<file path="src/rtl/rtmc_spi_regbus.sv">
// SPI mode-0 slave bridging command/address/data frames onto a simple register bus.
// All SPI inputs are resynchronised into clk; sclk must be at most clk/8.
module rtmc_spi_regbus #(
  parameter int ADDR_W  = 8,
  parameter int DATA_W  = 16,
  parameter int TIMEOUT = 15
) (
  input  logic              clk,
  input  logic              rst_n,
  input  logic              spi_sclk,
  input  logic              spi_cs_n,
  input  logic              spi_mosi,
  output logic              spi_miso,
  output logic              spi_miso_oe,
  output logic [ADDR_W-1:0] reg_addr,
  output logic [DATA_W-1:0] reg_wdat,
  output logic              reg_wr,
  output logic              reg_rd,
  input  logic [DATA_W-1:0] reg_rdat,
  input  logic              reg_ack,
  output logic              busy,
  output logic              err
);

  localparam int TW = $clog2(TIMEOUT + 1);

  typedef enum logic [1:0] {IDLE, SHIFT, BUS, DRAIN} state_t;

  state_t state, state_nxt;

  logic [1:0]    sclk_s, cs_s, mosi_s;
  logic          sclk_d, cs_d;
  logic          cs_q, mosi_q;
  logic          sclk_rise, sclk_fall, cs_fall;

  logic [5:0]    bit_cnt;
  logic [22:0]   sh_in;
  logic [23:0]   nsh;
  logic          wr_frame;
  logic          strobe;
  logic [TW-1:0] tcnt;
  logic [15:0]   miso_sh;
  logic          miso_q;
  logic          counting, launch, bus_done;

  always_ff @(posedge clk or negedge rst_n) begin
    if (!rst_n) begin
      sclk_s <= '0;
      cs_s   <= '1;
      mosi_s <= '0;
      sclk_d <= 1'b0;
      cs_d   <= 1'b1;
    end else begin
      sclk_s <= {sclk_s[0], spi_sclk};
      cs_s   <= {cs_s[0], spi_cs_n};
      mosi_s <= {mosi_s[0], spi_mosi};
      sclk_d <= sclk_s[1];
      cs_d   <= cs_s[1];
    end
  end

  assign cs_q      = cs_s[1];
  assign mosi_q    = mosi_s[1];
  assign sclk_rise = sclk_s[1] & ~sclk_d;
  assign sclk_fall = ~sclk_s[1] & sclk_d;
  assign cs_fall   = cs_d & ~cs_q;
  assign nsh       = {sh_in, mosi_q};

  // Read frames keep counting turnaround bits while the bus transaction runs.
  assign counting = ((state == SHIFT) || ((state == BUS) && !wr_frame))
                    && !cs_q && (bit_cnt < 6'd40);
  assign launch   = (state == SHIFT) && !cs_q && sclk_rise &&
                    (wr_frame ? (bit_cnt == 6'd31) : (bit_cnt == 6'd15));
  assign bus_done = strobe && (reg_ack || (tcnt == TW'(TIMEOUT - 1)));

  always_ff @(posedge clk or negedge rst_n) begin
    if (!rst_n) state <= IDLE;
    else        state <= state_nxt;
  end

  always_comb begin
    state_nxt = state;
    case (state)
      IDLE:  if (cs_fall) state_nxt = SHIFT;
      SHIFT: begin
        if (cs_q)                    state_nxt = IDLE;
        else if (launch)             state_nxt = BUS;
        else if (bit_cnt == 6'd40)   state_nxt = DRAIN;
      end
      BUS: begin
        if (bus_done) begin
          if (cs_q)                               state_nxt = IDLE;
          else if (wr_frame || bit_cnt == 6'd40)  state_nxt = DRAIN;
          else                                    state_nxt = SHIFT;
        end
      end
      DRAIN: if (cs_q) state_nxt = IDLE;
      default: state_nxt = IDLE;
    endcase
  end

  always_comb begin
    busy        = (state != IDLE);
    reg_wr      = strobe & wr_frame;
    reg_rd      = strobe & ~wr_frame;
    spi_miso_oe = ~cs_q;
    spi_miso    = miso_q;
  end

  always_ff @(posedge clk or negedge rst_n) begin
    if (!rst_n) begin
      bit_cnt  <= '0;
      sh_in    <= '0;
      wr_frame <= 1'b0;
      strobe   <= 1'b0;
      tcnt     <= '0;
      miso_sh  <= '0;
      miso_q   <= 1'b0;
      err      <= 1'b0;
      reg_addr <= '0;
      reg_wdat <= '0;
    end else begin
      if ((state == IDLE) && cs_fall) begin
        bit_cnt  <= '0;
        sh_in    <= '0;
        wr_frame <= 1'b0;
        miso_sh  <= '0;
        err      <= 1'b0;
      end else if (counting && sclk_rise) begin
        bit_cnt <= bit_cnt + 6'd1;
        sh_in   <= nsh[22:0];
        if (bit_cnt == 6'd0) wr_frame <= mosi_q;
      end

      if (launch) begin
        strobe <= 1'b1;
        tcnt   <= '0;
        if (wr_frame) begin
          reg_addr <= ADDR_W'(nsh[23:16]);
          reg_wdat <= DATA_W'(nsh[15:0]);
        end else begin
          reg_addr <= ADDR_W'(nsh[7:0]);
        end
      end else if ((state == BUS) && strobe) begin
        if (reg_ack) begin
          strobe <= 1'b0;
          if (!wr_frame) miso_sh <= 16'(reg_rdat);
        end else if (tcnt == TW'(TIMEOUT - 1)) begin
          strobe <= 1'b0;
          err    <= 1'b1;
          if (!wr_frame) miso_sh <= '1;
        end else begin
          tcnt <= tcnt + 1'b1;
        end
      end

      // Data bit n+1 must be on MISO after the falling edge that follows bit n.
      if (cs_q) begin
        miso_q <= 1'b0;
      end else if (sclk_fall) begin
        if (!wr_frame && (state != IDLE) && (bit_cnt >= 6'd24) && (bit_cnt < 6'd40)) begin
          miso_q  <= miso_sh[15];
          miso_sh <= {miso_sh[14:0], 1'b0};
        end else begin
          miso_q <= 1'b0;
        end
      end
    end
  end

endmodule

</file>
<file path="config.mk">
export PLATFORM = sky130hd
export DESIGN_NAME = rtmc_spi_regbus
export DESIGN_NICKNAME = d
export VERILOG_FILES = /design/src/rtl/rtmc_spi_regbus.sv
export SDC_FILE = /design/constraint.sdc
export NUM_CORES = 1
export LEC_CHECK = 0
export CAP_MARGIN = 30
export CELL_PAD_IN_SITES_DETAIL_PLACEMENT = 1
export CELL_PAD_IN_SITES_GLOBAL_PLACEMENT = 1
export CORE_ASPECT_RATIO = 1.1
export CORE_MARGIN = 2
export CORE_UTILIZATION = 46
export DETAILED_ROUTE_END_ITERATION = 10
export PLACE_DENSITY_LB_ADDON = 0.1
export SETUP_SLACK_MARGIN = 0.15
export SYNTH_ARGS = -nofsm -noshare
export SYNTH_HDL_FRONTEND = slang
export SYNTH_SLANG_ARGS = --single-unit
</file>
<file path="constraint.sdc">
create_clock -name clk -period 5.6 [get_ports clk]
set_input_delay 0.84 -clock clk [delete_from_list [all_inputs] [get_ports clk]]
set_output_delay 0.84 -clock clk [all_outputs]
set_load 0.005 [all_outputs]
</file>
# After elaboration in Yosys (flattened, before gate mapping)
# Index checks and enable logic that the tools add are counted.
[totals] ff_bits=87 out_inout_bits=30 word_cells=117 input_bits=22
[classes] bitwise_logic=9 muxes=44 eq_ne=13 n_addsub=2 n_lt_le_gt_ge=2 reduce_logical=31
[op_table] operator="$mux W16" n=10
[op_table] operator="$mux W23" n=2
[op_table] operator="$mux W1" n=16
[op_table] operator="$mux W2" n=8
[op_table] operator="$mux W4" n=4
[op_table] operator="$logic_and A1 B1 Y1" n=13
[op_table] operator="$mux W6" n=2
[op_table] operator="$reduce_bool A2 Y1" n=5
[op_table] operator="$mux W8" n=1
[op_table] operator="$ne A2 B2 Y1 const B" n=4
[op_table] operator="$pmux W2 S4" n=1
[op_table] operator="$add A6 B1 Y6 const B" n=1
[op_table] operator="$eq A6 B4 Y1 const B" n=1
[op_table] operator="$eq A6 B5 Y1 const B" n=1
[op_table] operator="$eq A6 B6 Y1 const B" n=1
[op_table] operator="$ge A6 B5 Y1 const B" n=1
[op_table] operator="$logic_not A6 Y1" n=1
[op_table] operator="$lt A6 B6 Y1 const B" n=1
[op_table] operator="$reduce_and A2 Y1" n=3
[op_table] operator="$and A1 B1 Y1" n=5
[op_table] operator="$add A4 B1 Y4 const B" n=1
[op_table] operator="$eq A2 B2 Y1 const B" n=2
[op_table] operator="$eq A4 B4 Y1 const B" n=1
[op_table] operator="$ne A4 B3 Y1 const B" n=1
[op_table] operator="9 further kinds" n=15

# Logic depth before layout (Yosys ltp)
# Gate-level depths: netlist (run 1).
[logic_depth] ltp_word=12 mapped_depth=7 depth_no_buf=6

# Least setup slack after synthesis (run 1)
# OpenSTA, ideal clock, no wires.
[synth_timing] path_kind="flip-flop to flip-flop" startpoint="register bit_cnt[0]" endpoint="register reg_addr[2]" path_stages_with_launch=7 required_time_ns=5.475 arrival_ns=1.765 setup_ns=0.125 path_buffers=1 period_less_slack_ns=1.889 path_slack_ns=3.711 path_cell_list="dfrtp_1 ha_1 nand3_2 nor4b_4 and3_1 buf_4 mux2_2"
[synth_between] elab_chain_cells=3 word_cells_on_any_way=4 cone_classes="eq/ne (2); mux (1); reduce/logical (1)"
[synth_rtl] element="start: declaration" line="36" text="logic [5:0] bit_cnt;"
[synth_rtl] element="start signal: assignment" line="130" text="bit_cnt <= bit_cnt + 6'd1;"
[synth_rtl] element="$eq A6 B4 Y1 / $eq A6 B5 Y1 (equally long branches)" line="73" text="(wr_frame ? (bit_cnt == 6'd31) : (bit_cnt == 6'd15));"
[synth_rtl] element="$mux W1 (*)" line="73"
[synth_rtl] element="$logic_and A1 B1 Y1 (*)" line="72" text="assign launch = (state == SHIFT) && !cs_q && sclk_rise &&"
[synth_rtl] element="end signal: assignment" line="139" text="reg_addr <= ADDR_W'(nsh[23:16]);"
[synth_rtl] element="end signal: assignment" line="142" text="reg_addr <= ADDR_W'(nsh[7:0]);"
[synth_rtl] element="end: declaration" line="15" text="output logic [ADDR_W-1:0] reg_addr,"
# Every way passes the cells marked *; elsewhere a longest branch is shown, timed or not.
# A chain may end at the register's enable or synchronous reset.

# Worst setup path after layout (run 1)
[layout_timing] startpoint="register wr_frame" endpoint="output reg_wr"
[layout_between] elab_chain_cells=1
[layout_rtl] element="start: declaration" line="39" text="logic wr_frame;"
[layout_rtl] element="start signal: assignment" line="132" text="if (bit_cnt == 6'd0) wr_frame <= mosi_q;"
[layout_rtl] element="$and A1 B1 Y1" line="104" text="reg_wr = strobe & wr_frame;"
[layout_rtl] element="end: declaration" line="17" text="output logic reg_wr,"
# Every way passes these cells.

==> impl_metrics.csv, run 1 <==
group,metric,value,unit
min_path,hold_depth,0,
min_path,hp-start,"sclk_s[0]",
floorplanning,core_area,8320,um^2
detailed_routing,wl_per_cell,17.01,um
timing,fmax,356.0,MHz
synthesis,synth_compound_area_share,12.40,%
synthesis,synth_warnings,0,
synthesis,synth_seq_area_share,55.69,%
global_routing,grt-ovfl-total,0,
synthesis,ys_seq_elements,87,
clock_network,cts_tree,"yes",
clock_network,clock_latency,0.35,ns
synthesis,synth_mux_area_share,10.67,%
pwr,static-leakage-power,2.116,nW
clock_network,post_cts_buffers,0,
synthesis,synth_cells,363,
pwr,pwr-share-comb,11.5,%
global_routing,grt_pass1_wl,15240,um
global_routing,grtUsageTotal,21.01,%
timing,setup_ws,2.791,ns
worst_setup_path,critPathMaxFanout,18,
clock_network,clock_path_buffers,2,
detailed_routing,vias,2875,
worst_setup_path,r2r-start,"bit_cnt[0]",
timing,max_slew_margin,32.45,%
place,io_buffers,51,
synthesis,synth-edff-count,0,
place,routabilityCongestion,0.8196,
clock_network,cts_root_buf,"clkbuf_8",
timing,rsz0062_at_grt,"false",
layout,diodes,0,
global_routing,antenna_found_initial,0,
min_path,min_to,"sclk_s[1]",
timing,worst_clock_skew,0.008895,ns
layout,mostFrequentLayoutCells,"dfrtp_1 (84), nand2_1 (67), clkdlybuf4s50_1 (50), o21ai_0 (33), a21oi_1 (31)",
timing,tightest_slew,1.009,ns
detailed_routing,ant_nets,0,
worst_setup_path,crit_start,"wr_frame",
clock_network,clkTransAtPathRegs,0.08,ns
floorplanning,rows,35,
worst_setup_path,max_stage_delay,0.89,ns
synthesis,synth-simple-area-share,15.91,%
floorplanning,dieHeight,100.8,um
timing,worst_hold_slack,0.3530,ns
layout,fin_util,56.80,%
worst_setup_path,worstPathArrival,1.97,ns
min_path,hold_path_class,"flop to flop",
place,hpwl,5908,um
worst_setup_path,cp_cell_sequence,"and2_1 > clkdlybuf4s50_1",
global_routing,grt_pass1_vias,3084,
synthesis,synth_top_family_by_area,"simple AND/OR/NAND/NOR gates",
pwr,peakVddDrop,145.8,uV
worst_setup_path,worstSetupStartpointType,"flop",
clock_network,postCtsResizedCells,0,
timing,hold_viol_final,0,
detailed_routing,avgViaCountPerCell,5.497,
timing,finalSetupTns,0,ns
pwr,power,0.001419,W
timing,final-setup-viol-count,0,
timing,fin_crit,2.809,ns
worst_setup_path,r2r_cells,5,
worst_setup_path,endpoint_kind,"primary output",
pwr,pwr-share-clk,36.0,%
synthesis,syn-num-nets,389,
detailed_routing,wl,8897,um
pwr,power_density,300.3,nW/um^2
run,cap_violations,0,
worst_setup_path,slowest_stage,"dfrtp_1",
timing,maxSlewViolCount,0,
pwr,intPower,0.001048,W
worst_setup_path,r2r-end,"reg_addr[6]",
run_status,outcome,"finished, final reports clean",
detailed_routing,drtIter0Drc,65,
worst_setup_path,crit_required,4.76,ns
global_routing,grt_max_degree,61,
place,pre_cts_slack,3.123,ns
clock_network,cts_sinks,87,
worst_setup_path,reg2reg_setup_slack,3.21,ns
layout,drive_above_1_share,15.29,%
floorplanning,die_w,91.98,um
clock_network,cts_buffers,9,
clock_network,htreeDepth,3,
pwr,switching_share,26.19,%
layout,area_growth,20.67,%
timing,min_period_over_period,50.16,%
worst_setup_path,criticalPathCategory,"flop to primary output",
synthesis,synthAdderAreaFrac,1.278,%
detailed_routing,drc,0,
synthesis,synthXorXnorAreaFrac,0.8946,%
clock_network,ctsHoldBuffers,0,
floorplanning,start_util,47.07,%
synthesis,synth_ff_type,"dfrtp_1",
pwr,p_seq_share,52.6,%
synthesis,synthesis.area,3916,um^2
floorplanning,ios,52,
synthesis,syn_avg_cell_area,10.79,um^2
detailed_routing,dr.pass1.iters,4,
pwr,p_sw,0.0003717,W
layout,final_common_cell,"dfrtp_1",
floorplanning,die-area,9269,um^2
synthesis,async_reset_ff_share,100.0,%
layout,final_nets,434,
synthesis,yosysUniqueCellTypes,50,
## power by group through the flow
stage	Sequential, W	Clock, W	Combinational, W
2_1_floorplan	0.000716	0	0.000138
3_3_place_gp	0.000757	0	0.000153
3_5_place_dp	0.000760	0	0.000160
4_1_cts	0.000747	0.000526	0.000165
5_1_grt	0.000758	0.000552	0.000184
6_report	0.000746	0.000511	0.000163
## final cells by class
type                    count  area [um^2]
repair buffers             55        541.8
multi-input cells         250         1612
clock inverters             6        110.1
flip-flops and latches     87         2181
well taps                 111        138.9
clock buffers               9        123.9
fillers                   921         3595
inverters                   5        18.77
## per-layer routing
layer	routed length, um	vias to the layer above	global-route usage [%]	part of all wire, %
met3	157	17	2.842	1.8
met4	187	0	9.300	2.1
met2	4577	37	35.80	51
met1	3975	1467	26.96	45
met5	0	-	0	0
li1	-	1354	-	-
## sequential cells by signal (all words and copies together), names as in the netlist, 4 cells and up
name / flops
miso_sh: 16
tcnt: 4
reg_addr: 8
bit_cnt: 6
reg_wdat: 16
sh_in: 23
## kinds of logic (layout without fill, tap and decap cells)
group                      Yosys count  after routing
buffers and inverters               26             75
muxes                               34             34
xor gates and xnor gates             4              4
and+or+nand+nor                    122            122
adders and majority gates            4              4
DFF                                 87             87
AOI/OAI and AO/OA                   86             86
## through the flow
step / cell area [um^2] / cells
6_report: 4726 / 523
5_1_grt: 4726 / 523
4_1_cts: 4726 / 523
3_5_place_dp: 4492 / 508
3_3_place_gp: 4481 / 507
2_1_floorplan: 3916 / 363
## synthesized netlist by cell type, types with 2 or more instances
master | number | area [um^2]
o21ai_1 | 4 | 20.02
o21a_1 | 2 | 15.01
clkbuf_1 | 10 | 37.54
inv_1 | 5 | 18.77
mux2i_1 | 2 | 20.02
nor3_1 | 4 | 20.02
nor2b_1 | 2 | 12.51
buf_4 | 3 | 22.52
mux2_2 | 22 | 247.7
dfrtp_1 | 84 | 2102
nor3b_1 | 2 | 15.01
o31ai_1 | 2 | 15.01
nand2b_1 | 4 | 25.02
xnor2_1 | 3 | 26.28
and2_1 | 2 | 12.51
nand2_1 | 67 | 251.5
buf_2 | 6 | 30.03
mux2_4 | 10 | 150.1
o211a_1 | 2 | 20.02
a21oi_1 | 31 | 155.2
o21ai_0 | 33 | 165.2
ha_1 | 4 | 50.05
dfstp_2 | 3 | 78.83
and3_1 | 3 | 18.77
nor2_1 | 9 | 33.78
a31oi_1 | 5 | 31.28
nand3_1 | 16 | 80.08
## worst max-delay path, delay by kind of cell (launching register included)
family / cells / cell delay, ns
simple gates: 1 / 0.23
buf+inv: 1 / 0.49
flops: 1 / 0.89
## worst max-delay path by stage
stage / slack (ns) / to / cells after the start
floorplan: 3.71 / reg_addr[2] / 6
global placement: 2.99 / miso_sh[13] / 5
detailed placement: 3.12 / miso_sh[11] / 4
CTS: 2.77 / reg_wr / 2
global route: 2.71 / reg_wr / 2
finish: 2.79 / reg_wr / 2
Power figures use the tool's default switching activity.
==> inputs of run 2 (changes only) <==
--- a/config.mk
+++ b/config.mk
@@ -10,7 +10,7 @@
 export CELL_PAD_IN_SITES_GLOBAL_PLACEMENT = 1
 export CORE_ASPECT_RATIO = 1.1
 export CORE_MARGIN = 2
-export CORE_UTILIZATION = 46
+export CORE_UTILIZATION = 43
 export DETAILED_ROUTE_END_ITERATION = 10
 export PLACE_DENSITY_LB_ADDON = 0.1
 export SETUP_SLACK_MARGIN = 0.15
==> constraint.sdc (replaced) <==
create_clock -name clk -period 2.8 [get_ports clk]
set_input_delay 0.42 -clock clk [delete_from_list [all_inputs] [get_ports clk]]
set_output_delay 0.42 -clock clk [all_outputs]
set_load 0.005 [all_outputs]
==> run 2 against run 1 <==
Die area grew 6.7%; sequential share of layout area fell by 0.19 points; global-route usage down 1.2 points; critical path depth increased by 3; routed wire length increased by 0.48%; cell count rose by 0.96%; non-clock buffer count grew 1; worst hold slack lost 0.30 ns; flip-flop and latch count unchanged; largest power group unchanged.
==> impl_metrics.csv, run 2 (synthesized netlist as in run 1, its figures left out) <==
group,metric,value,unit
timing,finalSetupTns,0,ns
layout,diodes,0,
layout,nFillCells,964,
floorplanning,die-area,9888,um^2
run_status,outcome,"finished, final reports clean",
layout,mostFrequentLayoutCells,"dfrtp_1 (84), nand2_1 (67), clkdlybuf4s50_1 (50), o21ai_0 (33), a21oi_1 (31)",
clock_network,cts_buffers,9,
worst_setup_path,critPathCapture,"reg_addr[6]",
layout,final_common_cell,"dfrtp_1",
place,hpwl,5957,um
detailed_routing,ant_nets,0,
detailed_routing,wl_per_cell,16.93,um
pwr,static-leakage-power,2.123,nW
floorplanning,start_util,44.13,%
layout,area_growth,21.18,%
place,pre_cts_slack,0.3893,ns
detailed_routing,drc,0,
layout,final_nets,435,
clock_network,htreeDepth,3,
floorplanning,ios,52,
clock_network,postCtsResizedCells,0,
worst_setup_path,worstSetupStartpointType,"flop",
pwr,power_density,593.0,nW/um^2
timing,tightest_slew,1.020,ns
run,cap_violations,0,
clock_network,clock_path_buffers,2,
floorplanning,die_w,94.99,um
floorplanning,core_area,8874,um^2
clock_network,cts_tree,"yes",
worst_setup_path,crit_start,"bit_cnt[0]",
timing,fin_crit,2.419,ns
global_routing,grtUsageTotal,19.85,%
clock_network,cts_sinks,87,
global_routing,antenna_found_initial,0,
clock_network,cts_root_buf,"clkbuf_8",
worst_setup_path,criticalPathCategory,"flop to flop",
clock_network,post_cts_buffers,0,
timing,fmax,413.5,MHz
detailed_routing,wl_met2,4443,um
layout,regArea,2181,um^2
detailed_routing,dr.pass1.iters,4,
timing,final-setup-viol-count,0,
clock_network,ctsHoldBuffers,0,
worst_setup_path,crit_required,3.04,ns
layout,drive_above_1_share,15.70,%
worst_setup_path,reg2reg_setup_slack,0.38,ns
timing,hold_viol_final,0,
layout,reg.largest.list,"sh_in x23, miso_sh x16, reg_wdat x16",
layout,multiInputGateArea,1612,um^2
detailed_routing,wl_met1,4168,um
pwr,peakVddDrop,317.7,uV
timing,max_slew_margin,31.72,%
min_path,hold_path_class,"primary input to asynchronous set/reset pin",
layout,largest_register_ffs,23,
detailed_routing,wl,8940,um
timing,min_period_over_period,86.38,%
global_routing,grt_pass1_wl,15450,um
timing,worst_clock_skew,0.01313,ns
detailed_routing,vias,2887,
timing,rsz0062_at_grt,"false",
worst_setup_path,r2r-start,"bit_cnt[0]",
detailed_routing,avgViaCountPerCell,5.468,
clock_network,clock_latency,0.36,ns
place,routabilityCongestion,0.7630,
floorplanning,dieHeight,104.1,um
detailed_routing,drtIter0Drc,113,
worst_setup_path,r2r-end,"reg_addr[6]",
floorplanning,rows,36,
layout,top_register,"sh_in",
detailed_routing,routed-wl-met3,181,um
place,io_buffers,51,
detailed_routing,top_layer,"met4",
worst_setup_path,worstPathArrival,2.65,ns
global_routing,grt_pass1_vias,3111,
clock_network,clkTransAtPathRegs,0.10,ns
worst_setup_path,r2r_cells,5,
worst_setup_path,critPathMaxFanout,12,
timing,setup_ws,0.3814,ns
global_routing,grt-ovfl-total,0,
timing,maxSlewViolCount,0,
worst_setup_path,endpoint_kind,"flop",
global_routing,grt_max_degree,45,
==> run 2: final cells by class <==
cell class,instances,share of cell area (%)
Inverter,5,0.3955
Multi-Input combinational cell,250,33.96
Sequential cell,87,45.95
Clock buffer,10,2.900
Tap cell,114,3.006
Clock inverter,6,1.951
Timing Repair Buffer,56,11.84
==> run 2: per-layer routing <==
metal / global-route usage [%] / up-vias
li1: - / 1355
met1: 26.07 / 1484
met2: 32.78 / 37
met3: 3.551 / 11
met4: 6.936 / 0
met5: 0 / -
==> run 2: through the flow <==
stage               area, um^2  util (%)  power [W]  cells  hold WS (ns)
CTS                       4746     53.48   0.002850    528       0.08314
detailed placement        4516     50.89   0.001847    512        0.3371
floorplan                 3916         -   0.001708    363        0.1244
global placement          4504     50.76   0.001828    511        0.3360
finish                    4746     53.48   0.002814    528       0.05403
global route              4746     53.48   0.002971    528       0.08744
==> run 2: worst min path at each step <==
stage	from	endpoint	slack (ns)	depth (start not counted)
floorplan	rst_n	bit_cnt[0]	0.12	0
global placement	sclk_s[0]	sclk_s[1]	0.34	0
detailed placement	mosi_s[0]	mosi_s[1]	0.34	0
CTS	rst_n	reg_wdat[10]	0.08	1
global route	rst_n	reg_wdat[10]	0.09	1
finish	rst_n	reg_wdat[10]	0.05	1
==> run 2: critical path: stages (launching register included) <==
cell     delay (ns)
dfrtp_1        0.45
ha_1           0.23
nand3_2        0.13
nor4b_4        0.43
and3_1         0.65
mux2_2         0.41
==> run 2: report_power, final <==
group,internal [W],switching [W]
registers,0.00134,0.000152
clock network,0.000532,0.000467
logic,0.000167,0.000152
total,0.00204,0.000771
==> inputs of run 3 (changes only) <==
--- a/config.mk
+++ b/config.mk
@@ -12,7 +12,7 @@
 export CORE_MARGIN = 2
 export CORE_UTILIZATION = 43
 export DETAILED_ROUTE_END_ITERATION = 10
-export PLACE_DENSITY_LB_ADDON = 0.1
+export PLACE_DENSITY = 0.82
 export SETUP_SLACK_MARGIN = 0.15
 export SYNTH_ARGS = -nofsm -noshare
 export SYNTH_HDL_FRONTEND = slang
==> run 3 against run 2 <==
Total power fell by 3.8%; maximum frequency barely moved; global-route usage fell by 0.64 points; sequential share of layout area rose by 0.34 points; largest cell class unchanged; utilization fell by 0.39 points; cell count did not move; via count rose by 0.21%; final area fell by 0.74%; register-to-register slack improved by 0.07 ns; routed wire length fell by 0.31%; critical path depth fell by 3.
==> impl_metrics.csv, run 3 (synthesized netlist as in run 1, its figures left out) <==
group,metric,value,unit
run_status,outcome,"finished, final reports clean",
place,io_buffers,51,
detailed_routing,wl_per_cell,16.88,um
pwr,power_density,574.4,nW/um^2
clock_network,cts_buffers,9,
clock_network,cts_root_buf,"clkbuf_8",
layout,fin_util,53.09,%
run,cap_violations,0,
floorplanning,die_w,94.99,um
place,hpwl,6084,um
timing,hold_viol_final,0,
pwr,intPower,0.001948,W
detailed_routing,ant_nets,0,
timing,setup_ws,0.3793,ns
global_routing,grt_pass1_wl,14930,um
timing,final-setup-viol-count,0,
layout,nFillCells,962,
layout,reg.largest.list,"sh_in x23, miso_sh x16, reg_wdat x16",
layout,regArea,2181,um^2
floorplanning,start_util,44.13,%
clock_network,postCtsResizedCells,0,
pwr,peakVddDrop,286.5,uV
clock_network,cts_tree,"yes",
layout,diodes,0,
detailed_routing,avgViaCountPerCell,5.479,
pwr,static-leakage-power,2.104,nW
global_routing,grt-ovfl-total,0,
pwr,p_seq_share,55.5,%
clock_network,htreeDepth,3,
layout,area_growth,20.29,%
worst_setup_path,worstSetupStartpointType,"flop",
worst_setup_path,r2r-start,"bit_cnt[0]",
timing,min_period_over_period,86.45,%
clock_network,cts_sinks,87,
global_routing,grt_max_degree,48,
detailed_routing,drtIter0Drc,113,
worst_setup_path,critPathMaxFanout,18,
layout,largest_register_ffs,23,
timing,rsz0062_at_grt,"false",
timing,finalSetupTns,0,ns
worst_setup_path,criticalPathCategory,"flop to primary output",
place,place_inst,512,
floorplanning,rows,36,
clock_network,ctsHoldBuffers,0,
layout,multiInputGateArea,1612,um^2
global_routing,grt_pass1_vias,3051,
timing,tightest_slew,0.9256,ns
pwr,pwr-share-comb,12.0,%
worst_setup_path,crit_start,"wr_frame",
clock_network,clock_path_buffers,2,
place,routabilityCongestion,0.7849,
worst_setup_path,worstPathArrival,2.00,ns
worst_setup_path,crit_required,2.38,ns
floorplanning,core_area,8874,um^2
min_path,hold_path_class,"primary input to asynchronous set/reset pin",
timing,worst_clock_skew,0.01083,ns
worst_setup_path,endpoint_kind,"primary output",
layout,drive_above_1_share,15.46,%
pwr,pwr-share-clk,32.6,%
layout,top_register,"sh_in",
timing,max_slew_margin,38.02,%
floorplanning,die-area,9888,um^2
timing,maxSlewViolCount,0,
clock_network,post_cts_buffers,0,
layout,instances_no_fill,528,
floorplanning,ios,52,
layout,final_common_cell,"dfrtp_1",
place,pre_cts_slack,0.4137,ns
pwr,power,0.002706,W
detailed_routing,dr.pass1.iters,4,
detailed_routing,wl,8912,um
pwr,p_sw,0.0007583,W
global_routing,antenna_found_initial,0,
detailed_routing,drc,0,
global_routing,grtUsageTotal,19.22,%
layout,mostFrequentLayoutCells,"dfrtp_1 (84), nand2_1 (67), clkdlybuf4s50_1 (50), o21ai_0 (33), a21oi_1 (31)",
layout,final_nets,435,
clock_network,clock_latency,0.35,ns
clock_network,clkTransAtPathRegs,0.08,ns
detailed_routing,vias,2893,
timing,fin_crit,2.421,ns
timing,fmax,413.1,MHz
floorplanning,dieHeight,104.1,um
pwr,switching_share,28.02,%
==> run 3: layer usage <==
layer / part of all wire (%) / wire (um) / global-route usage [%] / up-vias
li1: - / - / - / 1361
met1: 44 / 3959 / 24.96 / 1461
met2: 51 / 4529 / 32.52 / 57
met3: 2.8 / 249 / 2.754 / 14
met4: 2.0 / 175 / 6.625 / 0
met5: 0 / 0 / 0 / -
==> run 3: worst paths after layout <==
path                       slack [ns]           end  cells after the start
min in group clk                 0.36     mosi_s[1]                      0
hold / removal                   0.05  reg_wdat[12]                      1
setup reg to reg                 0.45   reg_addr[7]                      5
setup / recovery                 0.38        reg_wr                      2
hold reg to reg                  0.36     mosi_s[1]                      0
max in group asynchronous        2.11        strobe                      2
==> run 3: layout make-up <==
cell class / instances / share of cell area [%]
multi-input cells: 250 / 34.21
flip-flops and latches: 87 / 46.29
clock buffers: 11 / 3.001
inverters: 5 / 0.3984
clock inverters: 5 / 1.222
well taps: 114 / 3.028
repair buffers: 56 / 11.85
==> run 3: power groups by stage <==
| stage | logic, W | registers, W | clock network (W) |
|---|---|---|---|
| 3_5_place_dp | 0.000326 | 0.00152 | 0 |
| 4_1_cts | 0.000329 | 0.00150 | 0.000893 |
| 2_1_floorplan | 0.000276 | 0.00143 | 0 |
| 5_1_grt | 0.000368 | 0.00152 | 0.000948 |
| 6_report | 0.000324 | 0.00150 | 0.000881 |
| 3_3_place_gp | 0.000306 | 0.00151 | 0 |
==> run 3: critical path: stages, from the launching register on <==
cell             delay, ns
dfrtp_1               0.92
and2_1                0.23
clkdlybuf4s50_1       0.50
==> run 3: metrics by stage <==
stage	cell area (um^2)	hold slack, ns
finish	4711	0.05134
global route	4711	0.08327
CTS	4711	0.06369
detailed placement	4512	0.3402
global placement	4512	0.3359
floorplan	3916	0.1244
